[src/rtl/shift_arbiter.sv]
// rtl/shift_arbiter.sv - round-robin arbiter sharing one mantissa shifter with a registered response
module shift_arbiter #(
   parameter int M                   = 23,
   parameter int E                   = 8,
   parameter int extra_bits_mantissa = 7,
   parameter int N_REQ               = 2,
   localparam int W                  = M + extra_bits_mantissa,
   localparam int IW                 = (N_REQ > 1) ? $clog2(N_REQ) : 1
) (
   input  logic                   clk,
   input  logic                   rst,
   input  logic [N_REQ-1:0]       req_valid,
   output logic [N_REQ-1:0]       req_ready,
   input  logic [N_REQ*W-1:0]     req_operand,
   input  logic [N_REQ*(E+1)-1:0] req_amount,
   input  logic [N_REQ-1:0]       req_right,
   input  logic [N_REQ-1:0]       req_arith,
   output logic [W-1:0]           shf_operand,
   output logic [E:0]             shf_amount,
   output logic                   shf_right,
   output logic                   shf_arith,
   input  logic [W-1:0]           shf_result,
   output logic                   resp_valid,
   input  logic                   resp_ready,
   output logic [W-1:0]           resp_result,
   output logic [IW-1:0]          resp_id
);

   typedef enum logic {
      S_EMPTY = 1'b0,
      S_FULL  = 1'b1
   } state_t;

   state_t          state_q;
   state_t          state_d;
   logic [IW-1:0]   ptr;
   logic [IW-1:0]   next_ptr;
   logic [IW-1:0]   grant_idx;
   logic            grant_valid;
   logic            can_accept;
   logic            fire;
   int              cand;
   logic [IW-1:0]   cand_idx;

   logic [W-1:0]    operand_arr [N_REQ];
   logic [E:0]      amount_arr  [N_REQ];

   genvar g;
   generate
      for (g = 0; g < N_REQ; g++) begin : g_slice
         assign operand_arr[g] = req_operand[g*W +: W];
         assign amount_arr[g]  = req_amount[g*(E+1) +: (E+1)];
      end
   endgenerate

   // Search requesters starting at ptr, wrapping, and take the first valid one.
   always_comb begin
      grant_valid = 1'b0;
      grant_idx   = ptr;
      cand        = 0;
      cand_idx    = '0;
      for (int k = 0; k < N_REQ; k++) begin
         cand = int'(ptr) + k;
         if (cand >= N_REQ) begin
            cand = cand - N_REQ;
         end
         cand_idx = cand[IW-1:0];
         if (!grant_valid && req_valid[cand_idx]) begin
            grant_valid = 1'b1;
            grant_idx   = cand_idx;
         end
      end
   end

   // The response slot can take a new result when empty or when it drains this edge.
   always_comb begin
      can_accept = !rst && ((state_q == S_EMPTY) || resp_ready);
      fire       = can_accept && grant_valid;
      next_ptr   = (grant_idx == IW'(N_REQ - 1)) ? '0 : grant_idx + IW'(1);
   end

   // One-hot accept to the granted requester only; idle slices still steer the shifter from ptr.
   always_comb begin
      req_ready   = '0;
      for (int i = 0; i < N_REQ; i++) begin
         req_ready[i] = fire && (grant_idx == IW'(i));
      end
      shf_operand = operand_arr[grant_idx];
      shf_amount  = amount_arr[grant_idx];
      shf_right   = req_right[grant_idx];
      shf_arith   = req_arith[grant_idx];
   end

   // Response slot next state: a grant always fills it, otherwise a drain empties it.
   always_comb begin
      state_d = state_q;
      if (fire) begin
         state_d = S_FULL;
      end else if ((state_q == S_FULL) && resp_ready) begin
         state_d = S_EMPTY;
      end
   end

   // Response slot state register.
   always_ff @(posedge clk) begin
      if (rst) begin
         state_q <= S_EMPTY;
      end else begin
         state_q <= state_d;
      end
   end

   // Capture the shifter result and its requester tag, and advance the round-robin pointer.
   always_ff @(posedge clk) begin
      if (rst) begin
         resp_result <= '0;
         resp_id     <= '0;
         ptr         <= '0;
      end else if (fire) begin
         resp_result <= shf_result;
         resp_id     <= grant_idx;
         ptr         <= next_ptr;
      end
   end

   assign resp_valid = (state_q == S_FULL);

endmodule

[config.mk]
export PLATFORM = sky130hd
export DESIGN_NAME = shift_arbiter
export DESIGN_NICKNAME = d
export VERILOG_FILES = /design/src/rtl/shift_arbiter.sv
export SDC_FILE = /design/constraint.sdc
export NUM_CORES = 1
export LEC_CHECK = 0
export ABC_CLOCK_PERIOD_IN_PS = 4100
export CAP_MARGIN = 20
export CORE_UTILIZATION = 30
export DETAILED_ROUTE_END_ITERATION = 8
export GPL_TIMING_DRIVEN = 0
export PLACE_DENSITY = 0.86
export RECOVER_POWER = 50
export SYNTH_ARGS = -nofsm -noshare
export SYNTH_HDL_FRONTEND = slang
export SYNTH_SLANG_ARGS = --single-unit
[constraint.sdc]
create_clock -name clk -period 4.1 [get_ports clk]
set_clock_uncertainty 0.2 [all_clocks]
set_input_delay 0.82 -clock clk [delete_from_list [all_inputs] [get_ports clk]]
set_output_delay 0.82 -clock clk [all_outputs]
set_load 0.03 [all_outputs]
==> results.cfg <==
[status]
status = complete, no violations

[global_routing]
grt_pass1_wl_mm = 11.0
first_global_vias = 2138
global_route.overflow_total = 0
grt_antenna_before_repair = 0
largest_net_degree_at_the_start_of_global_routing = 11
grt_use_total = 0.227

[cts]
post-cts-setup-buffers = 0
worst_skew_pair.late_latency_ps = 270
cts_made_buffers = 5
clk_root_buffer_cell = sky130_fd_sc_hd__clkbuf_8
h-tree-depth = 2
tritoncts = done
cts.clk_slew.worst_paths_ps = 60
clkSinkCount = 33
clockBufferDepth = 2

[placement]
placed_cells_incl_taps = 457
port-buffer-count = 191
hpwl_after_detailed_placement_mm = 5.93
gpl.final_weighted_congestion = 0.800
post-place-ws_ps = 118

[cells_and_area]
area_grow_syn2layout_pct = 118
fill_cells = 475
antennaDiodeCount = 0
non_filler_instance_count_after_layout = 464
layout-drive-gt1-share = 0.130
final_net_count = 509
sequential_cell_area_sq_um = 661
area_occupied_by_multi_input_gates_sq_um = 913

[synthesis]
netlist.area_leader.share = 0.373
ys_top_cells_by_area = sky130_fd_sc_hd__dfxtp_1, sky130_fd_sc_hd__mux2_2, sky130_fd_sc_hd__o211ai_1, sky130_fd_sc_hd__o21ai_0, sky130_fd_sc_hd__inv_1
seq_area_frac_synth = 0.373
number_of_enable_flip_flop_cells_after_synthesis = 0
synth.cells.most_frequent = sky130_fd_sc_hd__mux2_2, sky130_fd_sc_hd__dfxtp_1, sky130_fd_sc_hd__inv_1, sky130_fd_sc_hd__o211ai_1, sky130_fd_sc_hd__o21ai_0
synth_nets = 311
syn_area_sq_um = 1770
yosys_most_used_dff = sky130_fd_sc_hd__dfxtp_1
synth.lib_cells_used.distinct = 18
synth_area_per_cell_sq_um = 9.14
synth.ff_latch_count = 33
share_of_async_settable_or_async_resettable_flops_after_synthesis = 0
netlist_instances = 194
synth.most_common_cell = sky130_fd_sc_hd__mux2_2
synth.largest_area_cell = sky130_fd_sc_hd__dfxtp_1
yosys_warning_count = 0

[worst_setup_path]
critical_setup_path_class = input pin to primary output
ff2ff_path_depth = 5
critical_path_arrival_ps = 2980
worst-endpoint-required_ps = 3080
timing.rr.start = resp_valid$_SDFFE_PP0P_
worstSetupStartpointType = input pin
nature_of_the_critical_path_endpoint = primary output
r2r_end = resp_result[13]$_SDFFE_PP0P_
ff2ff_setup_slack_ps = 2310
cp_max_fo = 10

[sta]
period_share = 0.975
finalSetupViolCount = 0
tightestPinTransition_ps = 453
rsz_0062_raised_after_global_routing = false
maxClockFrequency_mhz = 250
post-route-min-period_ps = 4000
hold_violations = 0
max_slew_margin = 0.698
finalWorstSetupSlack_ps = 104
slew_violations = 0
tns_ps = 0

[power_and_ir_drop]
pwr-share-comb = 0.451
clockPowerShare = 0.221
p_switching_uw = 362
switching_power_share_of_the_total = 0.332
leakage_uw = 0.00159
ir_worst_vdd_v = 0.000224
power_report.internal_total_uw = 730
power.density_cell_area_nw_per_um2 = 283
share_seq_of_total_power = 0.327

[routing]
detail-route-antenna-nets = 0
vias = 2191
dr.first_iter.drc_count = 29
first_pass_iters = 4
detail_route.wirelength_mm = 7.34
detail_route.wl_per_cell_um = 15.8
post-route-drc-count = 0
vias_per_cell = 4.72

[hold_path]
timing.hold.worst.class = flop to flop
worst_hold_path_stage_count = 2
hold_end = resp_id$_SDFFE_PP0P_
worst_hold_startpoint = resp_id$_SDFFE_PP0P_

[floorplanning]
io_pins = 192
floorplan.die_area_sq_um = 6220
placeableCoreArea_sq_um = 5610
starting_density = 0.316
die_height_um = 78.9
die_width_um = 78.9
std_cell_rows = 27

[job]
max_cap_viol_count = 0
flip-flops by register name, summed over array words and instances (netlist names):
| register | cells |
|---|---|
| resp_valid | 1 |
| resp_id | 1 |
| ptr | 1 |
| resp_result | 30 |
final cells by class:
cell class | count | area share
multi-input cells | 111 | 0.237
flip-flops and latches | 33 | 0.171
well taps | 72 | 0.0234
inverters | 33 | 0.0321
plain buffers | 17 | 0.0178
repair buffers | 191 | 0.496
clock buffers | 7 | 0.0224
worst max-delay path: stages:
cell and delay, ps:
sky130_fd_sc_hd__clkdlybuf4s50_1 560, sky130_fd_sc_hd__maj3_2 320, sky130_fd_sc_hd__buf_2 280, sky130_fd_sc_hd__mux2_2 380, sky130_fd_sc_hd__clkdlybuf4s50_1 610
power groups by stage:
stage / logic (uW) / registers [uW] / clock network (uW)
2_1_floorplan: 195 / 410 / 0
3_3_place_gp: 497 / 364 / 0
3_5_place_dp: 503 / 365 / 0
4_1_cts: 506 / 358 / 247
5_1_grt: 517 / 361 / 260
6_report: 493 / 357 / 242
per-stage QoR:
step | total power (uW) | utilization | hold slack [ps] | cell area, sq um
after floorplan | 605 | - | 317 | 1770
after global placement | 861 | 0.673 | 246 | 3770
after detailed placement | 868 | 0.673 | 252 | 3770
after CTS | 1110 | 0.689 | 265 | 3860
after global routing | 1140 | 0.688 | 288 | 3860
final | 1090 | 0.688 | 256 | 3860
placed cells by master, fill, tap and decap left out:
| cell type | instances |
|---|---|
| sky130_fd_sc_hd__nor2_1 | 2 |
| sky130_fd_sc_hd__dlymetal6s2s_1 | 1 |
| sky130_fd_sc_hd__inv_1 | 33 |
| sky130_fd_sc_hd__a211oi_1 | 1 |
| sky130_fd_sc_hd__maj3_2 | 1 |
| sky130_fd_sc_hd__clkbuf_1 | 14 |
| sky130_fd_sc_hd__clkdlybuf4s50_1 | 157 |
| sky130_fd_sc_hd__or3_1 | 1 |
| sky130_fd_sc_hd__nor2b_1 | 1 |
| sky130_fd_sc_hd__o21ai_0 | 30 |
| sky130_fd_sc_hd__a31o_2 | 1 |
| sky130_fd_sc_hd__dfxtp_1 | 33 |
| sky130_fd_sc_hd__nor4b_1 | 1 |
| sky130_fd_sc_hd__a2111oi_2 | 1 |
| sky130_fd_sc_hd__o211ai_1 | 30 |
| sky130_fd_sc_hd__nor3_1 | 1 |
| sky130_fd_sc_hd__dlygate4sd3_1 | 33 |
| sky130_fd_sc_hd__buf_2 | 4 |
| sky130_fd_sc_hd__mux2_2 | 38 |
| sky130_fd_sc_hd__mux2_1 | 3 |
| sky130_fd_sc_hd__clkbuf_8 | 6 |
worst max path at each step:
stage / startpoint / endpoint / slack [ps]
3_3_place_gp: req_valid[1] / shf_operand[5] / 140
3_5_place_dp: req_valid[1] / shf_amount[1] / 120
2_1_floorplan: req_valid[0] / req_ready[1] / 720
6_report: req_valid[1] / shf_amount[5] / 100
4_1_cts: req_valid[1] / shf_amount[5] / 110
5_1_grt: req_valid[1] / shf_amount[5] / 30
repair_timing:
action                                  in CTS  in global routing
hold buffers                                 0                  0
gates resized for setup                      0                  1
endpoints found under the setup margin       0                  1
cell families (layout without fill, tap and decap cells):
kind of cell    count (synthesis)  in the layout  share of synthesized area
compound gates                 63             63                      0.229
mux                            41             41                      0.260
buf+inv                        50            248                      0.109
fa+ha+maj                       1              1                    0.00635
flops                          33             33                      0.373
simple gates                    6              6                     0.0219
per-layer routing:
metal / track usage / up-vias / share of wire
met3: 0.0609 / 11 / 0.079
met2: 0.416 / 101 / 0.51
met5: 0 / - / 0
met1: 0.261 / 1004 / 0.40
li1: - / 1075 / -
met4: 0.0564 / 0 / 0.016
Note: power is estimated with default switching activity, not from simulation.
==> edit 1: new RTL, same flow settings <==
Change the parameter `extra_bits_mantissa` from 7 to 8.
--- a/src/rtl/shift_arbiter.sv
+++ b/src/rtl/shift_arbiter.sv
@@ -2,7 +2,7 @@
 module shift_arbiter #(
    parameter int M                   = 23,
    parameter int E                   = 8,
-   parameter int extra_bits_mantissa = 7,
+   parameter int extra_bits_mantissa = 8,
    parameter int N_REQ               = 2,
    localparam int W                  = M + extra_bits_mantissa,
    localparam int IW                 = (N_REQ > 1) ? $clog2(N_REQ) : 1
Interface: changed (resized req_operand, resp_result, shf_operand and shf_result); port bits go from 192 to 197. The function was not compared with the original's and may differ.
==> edit 1 against the original RTL <==
Wire length is 13% higher; core utilization is 5.3 points lower; cell area is 15% higher; clock power is 58% higher; maximum frequency is 0.28% higher; combinational power is 16% higher; count of clock-buffer cells in the layout is 1 lower; setup slack better by 0.011 ns; total power is 21% higher; critical path depth is 1 higher; area after synthesis is 25% higher; register-to-register slack worse by 0.17 ns; final cell count is 7.1% higher; sequential cell count is 1 higher.
==> edit 1: results (changes against the original RTL) <==
Critical path
The endpoint identified for the worst register-to-register timing path is resp_result[13]. The highest fanout seen on the critical path is 10 (unchanged). The termination of the worst setup path is shf_arith. The worst-case register-to-register setup slack is 2.14 ns (-0.17 ns).

The highest cell delay on the worst timing path came to 0.63 ns (+0.02 ns). The most critical setup path has its startpoint at req_valid[0]. The cell with the biggest individual delay on the critical path is sky130_fd_sc_hd__clkdlybuf4s50_1. The arrival time at the worst endpoint is 2.96 ns (-0.02 ns).

Global routing
The met1 demand-to-capacity share in global routing came to 20.6% (-5.5 points). The via count of the first global-routing pass is 2180 (+2.0%). The met3 track utilization from global routing came to 6.60% (+0.51 points). The initial antenna violation count is 0 (unchanged). The global-route wire length before repair is 11.6 mm (+5.2%).

The total routing usage reported by global routing came to 20.3% (-2.4 points). The pin count of the biggest net entering global routing is 12 (+1). The met2 usage in global routing is 38.5% (-3.1 points).

Finish
The post-layout net count is 520 (+2.2%). The count of fill cells added during filler insertion is 569 (+20%). The fraction of final layout cells with drive strength greater than 1 is 14.0% (+0.95 points). The number of flip-flops in the largest register is 31 (+3.3%). The number of diodes is 0 (unchanged).

Synthesis
Ranked by instance count, the synthesized netlist is headed by sky130_fd_sc_hd__nand2b_1, sky130_fd_sc_hd__mux2_4, sky130_fd_sc_hd__dfxtp_1. The arithmetic-cell share of the synthesized area counting full adders, half adders and majority gates is 0.620% (-0.015 points). The fraction of synthesized area in multiplexers is 42.1% (+16 points). The compound-cell area share of the yosys netlist is 2.26% (-21 points).

The synthesized net count is 318 (+2.3%). The number of different library cells in the post-synthesis netlist is 19 (+1). The sequential share of the synthesized area is 30.7% (-6.6 points). After synthesis, the cell types taking the most area are sky130_fd_sc_hd__dfxtp_1, sky130_fd_sc_hd__mux2_4, sky130_fd_sc_hd__nand2b_1.

Place
The number of port buffers is 195 (+2.1%). The routability congestion estimate came to 0.810 (+1.3%). The detailed placement HPWL is 6.87 mm (+16%).

Outcome
The run finished with clean final reports.

Worst hold path
The sink of the worst hold path is resp_result[24]. The worst hold path begins at resp_result[24]. The class of the tightest hold or removal check is reg2reg.

Pwr
The clock share of power was 28.8% (+6.7 points). The leakage power total is 1.91 nW (+20%). The switching portion of total power is 29.9% (-3.2 points). The maximum vdd ir drop is 0.227 mV (+1.5%). The power drawn by the combinational cells is 0.000574 W (+16%).

Clock network
In this run the clock root is driven by a sky130_fd_sc_hd__clkbuf_8. The post-CTS clock slew at the launch and capture registers of the worst setup and hold paths is ~0.07 ns. Clock latency on the worst-skew pair, taken at its later pin, is 0.28 ns.

The post-cts sizing count was 0 (unchanged). The maximum root-to-sink buffer count is 2 (unchanged). The buffer count from post-CTS setup fixing is 0 (unchanged). The number of H-tree branching levels is 2 (unchanged).

Drt
The wire length the detailed router placed on met1 came to 2.88 mm (-1.7%). The average via count per standard cell is 4.47 (-5.4%). The met3 routed wirelength is 807 um (+39%).

The post-detailed-route wirelength per cell is 16.6 um (+5.1%). The number of DRC markers after the initial detailed-route iteration is 41 (+41%). The routed wire length on met2 came to 4.36 mm (+17%).

Timing
The max-slew headroom at the worst pin was 52.5% (-17 points).
==> edit 1: changes by cell type after synthesis, sizes merged, moves of 2 or more <==
cell	before	now
a21oi	0	2
buf	5	7
clkbuf	12	8
inv	33	1
mux2i	0	31
nand2b	0	63
o211ai	30	1
o21ai	30	0
==> edit 1: area by class of cell <==
type	instances	share of cell area, %
repair buffers	195	44.1
clock buffers	6	1.86
inverters	1	0.0847
flip-flops and latches	34	15.4
clock inverters	2	1.36
multi-input cells	148	31.8
well taps	96	2.71
plain buffers	15	2.74
==> edit 1: through the flow <==
step / hold slack (ns) / instance area (um2) / cells / setup WS [ns] / total power, W
6_report: 0.269 / 4430 / 497 / 0.115 / 0.00133
5_1_grt: 0.291 / 4430 / 497 / 0.0748 / 0.00138
4_1_cts: 0.278 / 4430 / 497 / 0.110 / 0.00135
3_5_place_dp: 0.264 / 4290 / 489 / 0.111 / 0.000963
3_3_place_gp: 0.259 / 4290 / 489 / 0.127 / 0.000955
2_1_floorplan: 0.313 / 2220 / 198 / 1.15 / 0.000689
==> edit 2: new RTL, same settings <==
Made on the original files. Make the reset (`rst`) asynchronous in 2 clocked blocks.
--- a/src/rtl/shift_arbiter.sv
+++ b/src/rtl/shift_arbiter.sv
@@ -102,7 +102,7 @@
    end
 
    // Response slot state register.
-   always_ff @(posedge clk) begin
+   always_ff @(posedge clk or posedge rst) begin
       if (rst) begin
          state_q <= S_EMPTY;
       end else begin
@@ -111,7 +111,7 @@
    end
 
    // Capture the shifter result and its requester tag, and advance the round-robin pointer.
-   always_ff @(posedge clk) begin
+   always_ff @(posedge clk or posedge rst) begin
       if (rst) begin
          resp_result <= '0;
          resp_id     <= '0;
Function: differs if rst is asserted again (counterexample within 4 cycles, from zero or initial values and one cycle with rst high); with rst held inactive, the same outputs for 10 cycles.
==> edit 2 against the original RTL <==
Global-route usage down 2.0 points; total power up 39%; wire length fell by 7.4%; synthesized cell count fell by 36%; setup slack improved by 0.063 ns; die area is 1.6% higher; maximum frequency rose by 1.6%; first-iteration DRC count shrank 21%; highest routed layer unchanged; cell area increased by 0.36%; sequential cell count unchanged; area after synthesis grew 1.6%; final cell count fell by 14%; critical path depth is 1 higher; non-clock buffer count down 9.
==> edit 2: results (changes against the original RTL) <==
Drt
The wire length the detailed router placed on met1 is 2.38 mm (-19%). The met3 routed wirelength is 748 um (+29%). The routed wire length on met2 is 3.61 mm (-2.6%).

Finish
The non-clock inverter total of the final layout came to 4 (-88%). The number of flip-flops and latches is 33 (unchanged). The count of fill cells added during filler insertion came to 442 (-6.9%). The final instance count without filler cells is 397 (-14%).

The area share of buffers outside the clock network was 50.9% (-0.47 points). The post-layout net count came to 441 (-13%). The area occupied by multi-input gates was 886 um2 (-3.0%). The sequential cell area share came to 21.3% (+4.2 points).

Synthesis
The synthesized net count is 242 (-22%). The count of mapped cells out of synthesis is 125 (-36%). The async set-reset flop share out of synthesis is 100% (+100 points). The most used flip-flop cell after synthesis is sky130_fd_sc_hd__dfrtp_1.

The arithmetic-cell share of the synthesized area counting full adders, half adders and majority gates was 0% (-0.64 points).

Global routing
The met1 demand-to-capacity share in global routing is 20.8% (-5.2 points). The total routing usage reported by global routing is 20.8% (-2.0 points). The met3 track utilization from global routing was 7.20% (+1.1 points). The via count of the first global-routing pass came to 1956 (-8.5%).

Pwr
The leakage power total is 1.54 nW (-3.1%).

Place
The number of cells after detailed placement was 389 (-15%). The detailed placement HPWL is 5.63 mm (-5.0%).

Outcome
The run finished with clean final reports.

Critical path
The arrival time at the worst endpoint is 2.91 ns (-0.07 ns).
==> edit 2: changes by cell type in the layout (fill, tap and decap cells not counted), sizes merged, moves of 28 or more <==
cell    change
inv        -29
o21ai      -28
dfxtp      -33
dfrtp      +33
o211ai     -30
mux2       +31
==> edit 2: how the worst min path moves through the flow <==
stage | from | cells after the start | endpoint | slack (ns)
after floorplan | ptr | 2 | ptr | 0.31
after global placement | resp_result[1] | 1 | resp_result[1] | 0.27
after detailed placement | resp_result[0] | 1 | resp_result[0] | 0.28
after CTS | resp_result[0] | 1 | resp_result[0] | 0.30
after global routing | resp_result[0] | 1 | resp_result[0] | 0.31
final | resp_result[11] | 1 | resp_result[11] | 0.29
==> edit 2: per-stage QoR <==
step	instance area, um2	power (W)	utilization [%]	setup WS (ns)
after floorplan	1800	0.000913	-	1.20
after global placement	3800	0.00130	67.4	0.125
after detailed placement	3830	0.00132	67.9	0.126
after CTS	3910	0.00156	69.4	0.125
after global routing	3870	0.00159	68.6	0.0943
final	3870	0.00152	68.6	0.167
